==> config.mk <==
export PLATFORM = sky130hd
export DESIGN_NAME = iterative_multiply_divide
export DESIGN_NICKNAME = d
export VERILOG_FILES = /design/src/rtl/iterative_multiply_divide.sv
export SDC_FILE = /design/constraint.sdc
export NUM_CORES = 1
export LEC_CHECK = 0
export ABC_AREA = 1
export CORE_MARGIN = 1
export CORE_UTILIZATION = 61
export DETAILED_ROUTE_END_ITERATION = 8
export PLACE_DENSITY_LB_ADDON = 0.12
export REMOVE_ABC_BUFFERS = 1
export SLEW_MARGIN = 0
export SYNTH_ARGS = -nofsm -noshare
export SYNTH_HDL_FRONTEND = slang
export SYNTH_SLANG_ARGS = --single-unit
==> constraint.sdc <==
create_clock -name _clock -period 3.4 [get_ports _clock]
set_input_delay 0.34 -clock _clock [delete_from_list [all_inputs] [get_ports _clock]]
set_output_delay 0.34 -clock _clock [all_outputs]
set_load 0.02 [all_outputs]
==> src/rtl/iterative_multiply_divide.sv <==
// Multi-cycle signed MUL/MULH/DIV/REM unit: one bit per clock, with a one-cycle done pulse.
// Define MULDIV_DIVIDER_EN to build the divider; without it DIV/REM return illegal.
module iterative_multiply_divide #(
    parameter int DATA_WIDTH = 8,
    parameter int OP_WIDTH   = 2
) (
    input  logic                  _clock,
    input  logic                  _reset,
    input  logic                  _start,
    input  logic [OP_WIDTH-1:0]   _op,
    input  logic [DATA_WIDTH-1:0] _valA,
    input  logic [DATA_WIDTH-1:0] _valB,
    output logic                  busy,
    output logic                  done,
    output logic [DATA_WIDTH-1:0] result,
    output logic                  overflow,
    output logic                  divZero,
    output logic                  illegal
);
    localparam int W  = DATA_WIDTH;
    localparam int CW = $clog2(DATA_WIDTH);
    localparam logic [OP_WIDTH-1:0] OP_MUL  = OP_WIDTH'(0);
    localparam logic [OP_WIDTH-1:0] OP_MULH = OP_WIDTH'(1);
    localparam logic [OP_WIDTH-1:0] OP_DIV  = OP_WIDTH'(2);
    localparam logic [OP_WIDTH-1:0] OP_REM  = OP_WIDTH'(3);
`ifdef MULDIV_DIVIDER_EN
    localparam logic [W-1:0] MIN_VAL = {1'b1, {(W-1){1'b0}}};
`endif

    typedef enum logic [1:0] {S_IDLE, S_RUN, S_FIX, S_DONE} state_t;

    state_t              state_q, state_d;
    logic [CW-1:0]       cnt_q, cnt_d;
    logic [OP_WIDTH-1:0] op_q, op_d;
    logic                neg_q, neg_d;
    logic [W:0]          mag_b_q, mag_b_d;
    logic [W:0]          acc_q, acc_d;
    logic [W-1:0]        lo_q, lo_d;
    logic [W-1:0]        result_q, result_d;
    logic                overflow_q, overflow_d;
    logic                div_zero_q, div_zero_d;
    logic                illegal_q, illegal_d;
`ifdef MULDIV_DIVIDER_EN
    logic                rem_neg_q, rem_neg_d;
    logic [W:0]          shifted;
`endif

    logic [W-1:0]   mag_a;
    logic [W:0]     b_ext;
    logic [W:0]     sum;
    logic [2*W-1:0] prod;
    logic [2*W-1:0] sprod;
    logic           is_div_op;

    always_comb begin
        mag_a     = _valA[W-1] ? -_valA : _valA;
        b_ext     = {_valB[W-1], _valB};
        is_div_op = (_op == OP_DIV) || (_op == OP_REM);
        sum       = acc_q + (lo_q[0] ? mag_b_q : '0);
        prod      = {acc_q[W-1:0], lo_q};
        sprod     = neg_q ? -prod : prod;
`ifdef MULDIV_DIVIDER_EN
        shifted   = {acc_q[W-1:0], lo_q[W-1]};
`endif
    end

    always_comb begin
        state_d    = state_q;
        cnt_d      = cnt_q;
        op_d       = op_q;
        neg_d      = neg_q;
        mag_b_d    = mag_b_q;
        acc_d      = acc_q;
        lo_d       = lo_q;
        result_d   = result_q;
        overflow_d = overflow_q;
        div_zero_d = div_zero_q;
        illegal_d  = illegal_q;
`ifdef MULDIV_DIVIDER_EN
        rem_neg_d  = rem_neg_q;
`endif
        case (state_q)
            S_IDLE: begin
                if (_start) begin
                    overflow_d = 1'b0;
                    div_zero_d = 1'b0;
                    illegal_d  = 1'b0;
                    op_d       = _op;
                    neg_d      = _valA[W-1] ^ _valB[W-1];
                    lo_d       = mag_a;
                    mag_b_d    = _valB[W-1] ? -b_ext : b_ext;
                    acc_d      = '0;
                    cnt_d      = CW'(W - 1);
                    state_d    = S_RUN;
`ifdef MULDIV_DIVIDER_EN
                    rem_neg_d  = _valA[W-1];
                    if (is_div_op) begin
                        if (_valB == '0) begin
                            state_d    = S_DONE;
                            div_zero_d = 1'b1;
                            result_d   = (_op == OP_DIV) ? '1 : _valA;
                        end else if (_valA == MIN_VAL && _valB == '1) begin
                            state_d    = S_DONE;
                            overflow_d = (_op == OP_DIV);
                            result_d   = (_op == OP_DIV) ? MIN_VAL : '0;
                        end
                    end
`else
                    if (is_div_op) begin
                        state_d   = S_DONE;
                        illegal_d = 1'b1;
                        result_d  = '0;
                    end
`endif
                end
            end
            S_RUN: begin
                cnt_d = cnt_q - CW'(1);
                if (cnt_q == '0) state_d = S_FIX;
`ifdef MULDIV_DIVIDER_EN
                if (op_q == OP_DIV || op_q == OP_REM) begin
                    // Restoring step: remainder in acc, dividend shifts out of lo as quotient shifts in.
                    if (shifted >= mag_b_q) begin
                        acc_d = shifted - mag_b_q;
                        lo_d  = {lo_q[W-2:0], 1'b1};
                    end else begin
                        acc_d = shifted;
                        lo_d  = {lo_q[W-2:0], 1'b0};
                    end
                end else begin
                    acc_d = {1'b0, sum[W:1]};
                    lo_d  = {sum[0], lo_q[W-1:1]};
                end
`else
                acc_d = {1'b0, sum[W:1]};
                lo_d  = {sum[0], lo_q[W-1:1]};
`endif
            end
            S_FIX: begin
                state_d = S_DONE;
                case (op_q)
                    OP_MUL: begin
                        result_d   = sprod[W-1:0];
                        overflow_d = sprod[2*W-1:W] != {W{sprod[W-1]}};
                    end
                    OP_MULH: result_d = sprod[2*W-1:W];
`ifdef MULDIV_DIVIDER_EN
                    OP_DIV:  result_d = neg_q ? -lo_q : lo_q;
                    OP_REM:  result_d = rem_neg_q ? -acc_q[W-1:0] : acc_q[W-1:0];
`endif
                    default: ;
                endcase
            end
            S_DONE: state_d = S_IDLE;
            default: state_d = S_IDLE;
        endcase
    end

    always_ff @(posedge _clock) begin
        if (_reset) begin
            state_q    <= S_IDLE;
            cnt_q      <= '0;
            op_q       <= '0;
            neg_q      <= 1'b0;
            mag_b_q    <= '0;
            acc_q      <= '0;
            lo_q       <= '0;
            result_q   <= '0;
            overflow_q <= 1'b0;
            div_zero_q <= 1'b0;
            illegal_q  <= 1'b0;
`ifdef MULDIV_DIVIDER_EN
            rem_neg_q  <= 1'b0;
`endif
        end else begin
            state_q    <= state_d;
            cnt_q      <= cnt_d;
            op_q       <= op_d;
            neg_q      <= neg_d;
            mag_b_q    <= mag_b_d;
            acc_q      <= acc_d;
            lo_q       <= lo_d;
            result_q   <= result_d;
            overflow_q <= overflow_d;
            div_zero_q <= div_zero_d;
            illegal_q  <= illegal_d;
`ifdef MULDIV_DIVIDER_EN
            rem_neg_q  <= rem_neg_d;
`endif
        end
    end

    assign busy     = (state_q == S_RUN) || (state_q == S_FIX);
    assign done     = (state_q == S_DONE);
    assign result   = result_q;
    assign overflow = overflow_q;
    assign divZero  = div_zero_q;
    assign illegal  = illegal_q;

endmodule

==> results.md <==
* ANT cells at 0
* Slew HR at 45.8%
* Power Total at 2.47 mW
* GRT Resource Usage Total at 30.1%
* Hold Path Cell Cnt at 2
* Post-CTS Setup Bufs at 0
* FF-to-FF End: lo_q[2]$_SDFFE_PP0P_
* Inserted Clock Buffers at 5
* Via Count at 3118
* CP most frequent cell: inv_1
* Cell Chain, Critical Path: inv_1 > ha_1 > inv_1 > o21ai_4 > inv_1 > a21oi_1 > o21ai_0 > a21oi_1
* Area Overhead vs Synth at 14.9%
* Fraction of layout instances using a drive strength above 1 at 3.55%
* Crit share post-route at 66.1%
* Distinct cells, synth at 36
* DRC at 0
* Yosys top cell area share at 28.4%
* Clk sinks at 43
* First-pass GRT wire length at 12400 µm
* Vias in the first global route at 2822
* Worst-path clk slew at 0.09 ns
* PwrDens at 710 nW/µm²
* Initial antenna violation count at 0
* Initial DRC count at 223
* Critical path type: reg2reg
* Status: finished clean
* Post-cts sizing count at 0
* PortBufs at 32
* Reg2Reg Launch Point: state_q[1]$_SDFFE_PP0P_
* Crit Path Max Fanout at 20
* Hold Buf Count CTS at 0
* Final setup violation count at 0
* Final WL at 7290 µm
* Clock skew at 0.00862 ns
* Die Wd at 72.5 µm
* Hold path start: mag_b_q[8]$_SDFFE_PP0P_
* R2R Setup Slk at 1.15 ns
* Nets at 545
* Post-Syn Area per Cell at 6.28 µm²
* CTS root buffer: clkbuf_8
* H-tree depth at 2
* Post-synth EDFFs at 0
* Row cnt at 25
* Final Max Tran Viols at 0
* Crit end category: flip-flop
* CTS tree: built
* Worst Path Arrival at 2.48 ns
* Largest net degree at the start of global routing at 30
* First-pass detailed-route iteration total at 4
* Min-delay worst type: reg2reg
* Gr ovfl total at 0
* Wirelength per Cell at 12.7 µm
* Initial Utilization at 63.8%
* Vias/cell at 5.43
* Die Span Y at 72.5 µm
* Core Region at 4750 µm²
* Largest stage delay, worst path at 0.36 ns
* Worst VDD drop at 0.330 mV
* Ys async rst share at 0%
* GP Congestion at 0.910
* Worst r2r path cells at 8
* CP required at 3.63 ns
* Hpwl dp at 5600 µm
* Io pins at 34
* Worst-Margin Slew at 0.812 ns
* Hold violation total from the final report at 0
* Crit-path slowest cell: ha_1
* Post-synthesis cell area at 3030 µm²
* Clk buf depth at 2
* Cells after synthesis at 483
* Die area at 5260 µm²
* Top_reg_cell synth: dfxtp_1
* Main area contributors after synthesis: dfxtp_1 (28%), nand2_1 (16%), inv_1 (8.3%)
* Max frequency at 445 MHz
* Clock latency on the worst-skew pair at 0.30 ns
* Sequential share of the synthesized area at 28.4%
* Tmin final at 2.25 ns
* MaxCap Viol Count at 0
* Yosys reg bits at 43
* Remaining antenna violation count at 0
* YS warnings at 0
* Setup Total Neg Slack at 0 ns
* RSZ-0062 raised after global routing: false
* Post-synth top area cell: dfxtp_1
* Crit start category: flip-flop
* Hold EP: mag_b_q[8]$_SDFFE_PP0P_
* Leak pwr at 1.63 nW
-- state kept, by name, summed over array words and instances, names as in the netlist --
register / count
lo_q: 8
neg_q: 1
acc_q: 8
op_q: 2
overflow: 1
result: 8
state_q: 2
illegal: 1
cnt_q: 3
mag_b_q: 9
-- per-layer routing --
layer	vias up	routed length (µm)	track usage, %	share of wire (%)
met5	-	0	0	0
met4	0	151	12.2	2.1
met3	17	411	4.86	5.6
met2	87	3500	50.1	48
met1	1408	3230	38.8	44
li1	1606	-	-	-
-- power breakdown --
part | total (mW) | leakage (nW) | internal [mW] | switching (mW)
combinational | 1.29 | 1.22 | 0.448 | 0.840
sequential | 0.763 | 0.352 | 0.627 | 0.136
clock | 0.424 | 0.0612 | 0.238 | 0.186
-- metrics by stage --
step	hold WS, ns	instance area [µm²]	util, %	setup slack, ns	instances
after floorplan	0.409	2960	-	1.45	466
after global placement	0.436	3370	70.8	1.28	566
after detailed placement	0.451	3370	70.8	1.22	566
after CTS	0.464	3490	73.3	1.19	574
after global routing	0.485	3490	73.3	0.969	574
final	0.458	3490	73.3	1.15	574
-- cell usage in the layout, fill, tap and decap left out, types with 2 or more instances in the layout --
cell,n
a21oi_1,49
a221oi_1,5
a31oi_1,2
clkbuf_8,6
clkdlybuf4s50_1,32
dfxtp_1,43
ha_1,17
inv_1,67
nand2_1,132
nand2_2,2
nand3_1,30
nand3b_1,2
nand4_1,3
nor2_1,42
nor2_2,2
nor3_1,5
o211ai_1,9
o21ai_0,28
o22ai_1,2
o31ai_1,2
xnor2_1,4
xor2_1,7
-- Yosys cell counts (2+ instances only) --
| cell | count |
|---|---|
| nand2_1 | 132 |
| inv_1 | 67 |
| a21oi_1 | 49 |
| dfxtp_1 | 43 |
| nor2_1 | 42 |
| nand3_1 | 30 |
| o21ai_0 | 28 |
| ha_1 | 17 |
| clkbuf_1 | 9 |
| o211ai_1 | 9 |
| buf_2 | 7 |
| xor2_1 | 7 |
| a221oi_1 | 5 |
| nor3_1 | 5 |
| xnor2_1 | 4 |
| nand4_1 | 3 |
| a31oi_1 | 2 |
| nand2_2 | 2 |
| nand3b_1 | 2 |
| nor2_2 | 2 |
| o22ai_1 | 2 |
| o31ai_1 | 2 |
-- cells by family after synthesis --
logic type,count (synthesis),synth area share [%]
fa+ha+maj,18,7.67
flops,43,28.4
xor+xnor,11,3.18
compound gates,102,19.1
buf+inv,85,10.9
simple gates,223,30.6
other cells,1,0.124
-- layout make-up --
class	count	area, µm²
Timing Repair Buffer	33	328
Tap cell	67	83.8
Clock inverter	2	35.0
Sequential cell	43	861
Inverter	68	255
Fill cell	432	1270
Clock buffer	6	82.6
Multi-Input combinational cell	355	1840
-- how the worst max path moves through the flow --
| stage | start | endpoint | slack [ns] | cells after the start |
|---|---|---|---|---|
| floorplan | lo_q[0]$_SDFFE_PP0P_ | acc_q[5]$_SDFFE_PP0P_ | 1.45 | 12 |
| global placement | lo_q[0]$_SDFFE_PP0P_ | acc_q[5]$_SDFFE_PP0P_ | 1.28 | 12 |
| detailed placement | lo_q[0]$_SDFFE_PP0P_ | acc_q[5]$_SDFFE_PP0P_ | 1.22 | 12 |
| CTS | state_q[1]$_SDFFE_PP0P_ | lo_q[2]$_SDFFE_PP0P_ | 1.19 | 8 |
| global route | state_q[1]$_SDFFE_PP0P_ | lo_q[2]$_SDFFE_PP0P_ | 0.97 | 8 |
| finish | state_q[1]$_SDFFE_PP0P_ | lo_q[2]$_SDFFE_PP0P_ | 1.15 | 8 |
-- critical path: cells and delay by family (launching register included) --
kind / cells / cell delay [ns]
buffers and inverters: 3 / 0.72
AO/OA/AOI/OAI: 4 / 0.75
flip-flops: 1 / 0.33
adder cells (fa/ha/maj): 1 / 0.36
Power figures use the tool's default switching activity.
